$ cat src/rtl/fetch_stage.sv
// Instruction fetch stage: holds the PC, issues one word-aligned request at a time
// to instruction memory and captures the returned word into the IF/ID register.
module fetch_stage #(
  parameter logic [31:0] RESET_PC = 32'h0000_0000
) (
  input  logic        clk,
  input  logic        rst,
  output logic        imem_req_valid,
  input  logic        imem_req_ready,
  output logic [31:0] imem_req_addr,
  input  logic        imem_resp_valid,
  input  logic [31:0] imem_resp_data,
  input  logic        redirect_valid,
  input  logic [31:0] redirect_pc,
  output logic        id_valid,
  input  logic        id_ready,
  output logic [31:0] id_instr,
  output logic [31:0] id_pc,
  output logic        fetch_fault
);

  typedef enum logic [1:0] {
    S_FETCH,
    S_WAIT,
    S_DRAIN,
    S_HALT
  } state_e;

  localparam logic [31:0] NOP_INSTR = 32'h0000_0013;

  state_e      state_q;
  logic [31:0] pc_q;
  logic        id_valid_q;
  logic [31:0] id_instr_q;
  logic [31:0] id_pc_q;
  logic        fault_q;

  logic        req_fire;
  logic        redirect_misaligned;
  logic [31:0] pc_inc_d;

  // A slot opens when the IF/ID register is empty or is being consumed this cycle.
  assign imem_req_valid      = !rst && (state_q == S_FETCH) && !redirect_valid &&
                               (!id_valid_q || id_ready);
  assign req_fire            = imem_req_valid && imem_req_ready;
  assign redirect_misaligned = (redirect_pc[1:0] != 2'b00);
  assign pc_inc_d            = pc_q + 32'd4;

  always_ff @(posedge clk) begin
    if (rst) begin
      state_q    <= S_FETCH;
      pc_q       <= RESET_PC;
      id_valid_q <= 1'b0;
      id_instr_q <= NOP_INSTR;
      id_pc_q    <= 32'h0000_0000;
      fault_q    <= 1'b0;
    end else if (state_q != S_HALT && redirect_valid) begin
      id_valid_q <= 1'b0;
      if (redirect_misaligned) begin
        fault_q <= 1'b1;
        state_q <= S_HALT;
      end else begin
        pc_q <= redirect_pc;
        // An in-flight request becomes stale; a response arriving now is the stale one.
        if (state_q == S_WAIT || state_q == S_DRAIN) begin
          state_q <= imem_resp_valid ? S_FETCH : S_DRAIN;
        end
      end
    end else begin
      // NOTE: non-blocking assignments let a later write in this block (a captured
      // response) override the consumption clear below without ordering hazards.
      if (id_valid_q && id_ready) id_valid_q <= 1'b0;
      unique case (state_q)
        S_FETCH: begin
          if (req_fire) state_q <= S_WAIT;
        end
        S_WAIT: begin
          if (imem_resp_valid) begin
            id_instr_q <= imem_resp_data;
            id_pc_q    <= pc_q;
            id_valid_q <= 1'b1;
            pc_q       <= pc_inc_d;
            state_q    <= S_FETCH;
          end
        end
        S_DRAIN: begin
          if (imem_resp_valid) state_q <= S_FETCH;
        end
        S_HALT: begin
          id_valid_q <= 1'b0;
        end
      endcase
    end
  end

  assign imem_req_addr = pc_q;
  assign id_valid      = id_valid_q;
  assign id_instr      = id_instr_q;
  assign id_pc         = id_pc_q;
  assign fetch_fault   = fault_q;

endmodule

$ cat config.mk
export PLATFORM = sky130hd
export DESIGN_NAME = fetch_stage
export DESIGN_NICKNAME = d
export VERILOG_FILES = /design/src/rtl/fetch_stage.sv
export SDC_FILE = /design/constraint.sdc
export NUM_CORES = 1
export LEC_CHECK = 0
export ABC_AREA = 1
export CORE_UTILIZATION = 48
export DETAILED_ROUTE_END_ITERATION = 10
export GPL_TIMING_DRIVEN = 0
export HOLD_SLACK_MARGIN = 0.12
export PLACE_DENSITY_LB_ADDON = 0.12
export SYNTH_ARGS = -nofsm -noshare
export SYNTH_HDL_FRONTEND = slang
export SYNTH_SLANG_ARGS = --single-unit
$ cat constraint.sdc
create_clock -name clk -period 3.4 [get_ports clk]
set_clock_uncertainty 0.15 [all_clocks]
set_input_delay 0.34 -clock clk [delete_from_list [all_inputs] [get_ports clk]]
set_output_delay 0.34 -clock clk [all_outputs]
set_load 0.02 [all_outputs]
==> flow_metrics.env <==
export IMPL_outcome="complete, no violations"
export IMPL_cts_tree="yes"
export IMPL_critPathLaunchType="input pin"
export IMPL_power_density_mw_per_mm2=470
export IMPL_period_minus_slack_ns=2.40
export IMPL_arrival_ns=1.91
export IMPL_rsz0062_at_grt="false"
export IMPL_clock_fmax_ghz=0.417
export IMPL_dp_hpwl_mm=12.1
export IMPL_die_area_mm2=0.0102
export IMPL_antenna_found_initial=0
export IMPL_synth_seq_cells=100
export IMPL_hold_viol_final=0
export IMPL_wl_per_cell_um=15.4
export IMPL_synth_common_cells="nand2_1 (172), nor2_1 (159), dfxtp_1 (100)"
export IMPL_syn_inst=707
export IMPL_yosys_warnings=0
export IMPL_num_vias=5385
export IMPL_dp_slack_ns=1.02
export IMPL_drt_iter0_drc=496
export IMPL_postRouteWirelength_mm=15.7
export IMPL_syn_num_nets=781
export IMPL_netlist_area_mm2=0.00468
export IMPL_grt_pass1_wl_mm=24.4
export IMPL_clk_pin_slew_ns=0.11
export IMPL_required_ns=2.91
export IMPL_avgSynthCellArea_um2=6.62
export IMPL_grt_max_degree=19
export IMPL_tns_ns=0
export IMPL_setup_worst_path_end_class="primary output"
export IMPL_synth_top_family_by_area="simple AND/OR/NAND/NOR gates"
export IMPL_placed_cell_area_mm2=0.00652
export IMPL_synth_xor_area_share_pct=0
export IMPL_setup_viol=0
export IMPL_cts_htree_levels=3
export IMPL_io_pins=169
export IMPL_fill_cells=786
export IMPL_start_util_pct=50.2
export IMPL_synth_edff_count=0
export IMPL_port_buffers=167
export IMPL_rows=35
export IMPL_antenna_left=0
export IMPL_yosysSeqAreaShare_pct=42.8
export IMPL_coreArea_mm2=0.00933
export IMPL_postCtsSetupRepairBufs=0
export IMPL_gp_congestion=0.976
export IMPL_die_height_um=101
export IMPL_first_pass_iters=5
export IMPL_relSlewSlack_pct=57.8
export IMPL_drc=0
export IMPL_yosysMostFrequentCell="nand2_1"
export IMPL_clkLatencyLatePin_ns=0.37
export IMPL_dieWidth_um=101
export IMPL_synthTopCellsByArea="dfxtp_1 (43%), nand2_1 (14%), nor2_1 (13%)"
export IMPL_synth_area_leader_cell="dfxtp_1"
export IMPL_tightest_slew_ns=0.633
export IMPL_syn2layout_area_growth_pct=43.5
export IMPL_synthDistinctLibCells=29
export IMPL_synthAdderAreaFrac_pct=1.07
export IMPL_antenna_cells=0
export IMPL_synth_compound_area_share_pct=16.1
export IMPL_overflow=0
export IMPL_drive_gt1_share_pct=5.95
export IMPL_leakage_nw=2.46
export IMPL_fin_ws_ns=1.00
export IMPL_ir_worst_vdd_v=0.000293
export IMPL_fin_nets=960
export IMPL_fin_crit_sh_pct=70.5
export IMPL_path_class="input pin to primary output"
export IMPL_cap_viol_max_count=0
export IMPL_cts_root_buf="clkbuf_8"
export IMPL_hp_class="flop to flop"
export IMPL_clkSinkCount=100
export IMPL_power_total_mw=3.16
export IMPL_grt_pass1_vias=5036
export IMPL_viasPerCell=5.28
export IMPL_crit_fanout=3
export IMPL_fin_cells=1020
export IMPL_cts_buffers=9
export IMPL_dp_cells=1003
export IMPL_synth_simple_area_share_pct=32.7
export IMPL_cts_path_max_buffers=2
export IMPL_design_area_mm2=0.00672
export IMPL_synthMuxAreaShare_pct=0
export IMPL_grtUsageTotal_pct=31.0
export IMPL_async_flop_share_pct=0
export IMPL_slew_violations=0
export IMPL_yosys_most_used_dff="dfxtp_1"
export IMPL_synth_top_area_share_pct=42.8
## layout make-up
cell class / instances / area, µm² / share of cell area [%]
flip-flops and latches: 100 / 2000 / 29.8
clock buffers: 10 / 138 / 2.05
clock inverters: 6 / 56.3 / 0.838
inverters: 43 / 166 / 2.48
repair buffers: 168 / 1680 / 25.0
multi-input cells: 529 / 2330 / 34.7
plain buffers: 35 / 179 / 2.66
well taps: 129 / 161 / 2.40
## placed cells by master, fill, tap and decap left out, types with 14 or more instances in the layout
cell type,instances
dfxtp_1,100
nand3_1,31
clkbuf_1,14
nand2_1,172
nor2_1,159
o21ai_0,82
inv_1,39
clkdlybuf4s50_1,167
buf_2,14
a21oi_1,52
## power breakdown
part / leakage (nW) / switching, mW / total, mW / internal [mW]
sequential: 0.812 / 0.0990 / 1.40 / 1.30
clock: 0.0969 / 0.461 / 0.764 / 0.302
combinational: 1.56 / 0.560 / 0.999 / 0.439
## state kept, by name, summed over array words and instances, names as in the netlist
| name | count |
|---|---|
| fetch_fault | 1 |
| id_instr | 32 |
| id_pc | 32 |
| state_q | 2 |
| imem_req_addr | 32 |
| id_valid | 1 |
## cells by family after synthesis
group / Yosys count
AOI/OAI and AO/OA: 145
and+or+nand+nor: 380
DFF: 100
buffers and inverters: 78
adders and majority gates: 4
## worst paths after layout
| check | start | to | slack (ns) | depth (start not counted) |
|---|---|---|---|---|
| worst max-delay path | redirect_valid | imem_req_valid | 1.00 | 5 |
| worst min register to register | imem_req_addr[0] | imem_req_addr[0] | 0.32 | 2 |
| worst max register to register | state_q[0] | id_pc[22] | 1.30 | 8 |
| worst min-delay path | imem_req_addr[0] | imem_req_addr[0] | 0.32 | 2 |
## stage by stage
stage                     hold WS (ns)  util, %
final                            0.324     72.0
after global routing             0.345     72.0
after CTS                        0.323     72.0
after detailed placement         0.307     69.8
after global placement           0.305     69.8
after floorplan                  0.303        -
## timing repair
action,4_1_cts,5_1_grt
hold buffers,1,0
hold endpoints to repair,1,0
gates resized for setup,0,0
## per-layer routing
layer | global-route usage [%] | vias to the layer above | wire length (µm)
met5 | 0 | - | 0
met4 | 11.4 | 0 | 345
met3 | 5.62 | 30 | 1270
met2 | 53.7 | 252 | 7520
met1 | 38.4 | 2474 | 6530
li1 | - | 2629 | -
## critical path, stage by stage
cell             delay (ns)
clkdlybuf4s50_1        0.50
inv_2                  0.12
nand2_1                0.09
nor3b_1                0.21
clkdlybuf4s50_1        0.64
Power figures use the tool's default switching activity.
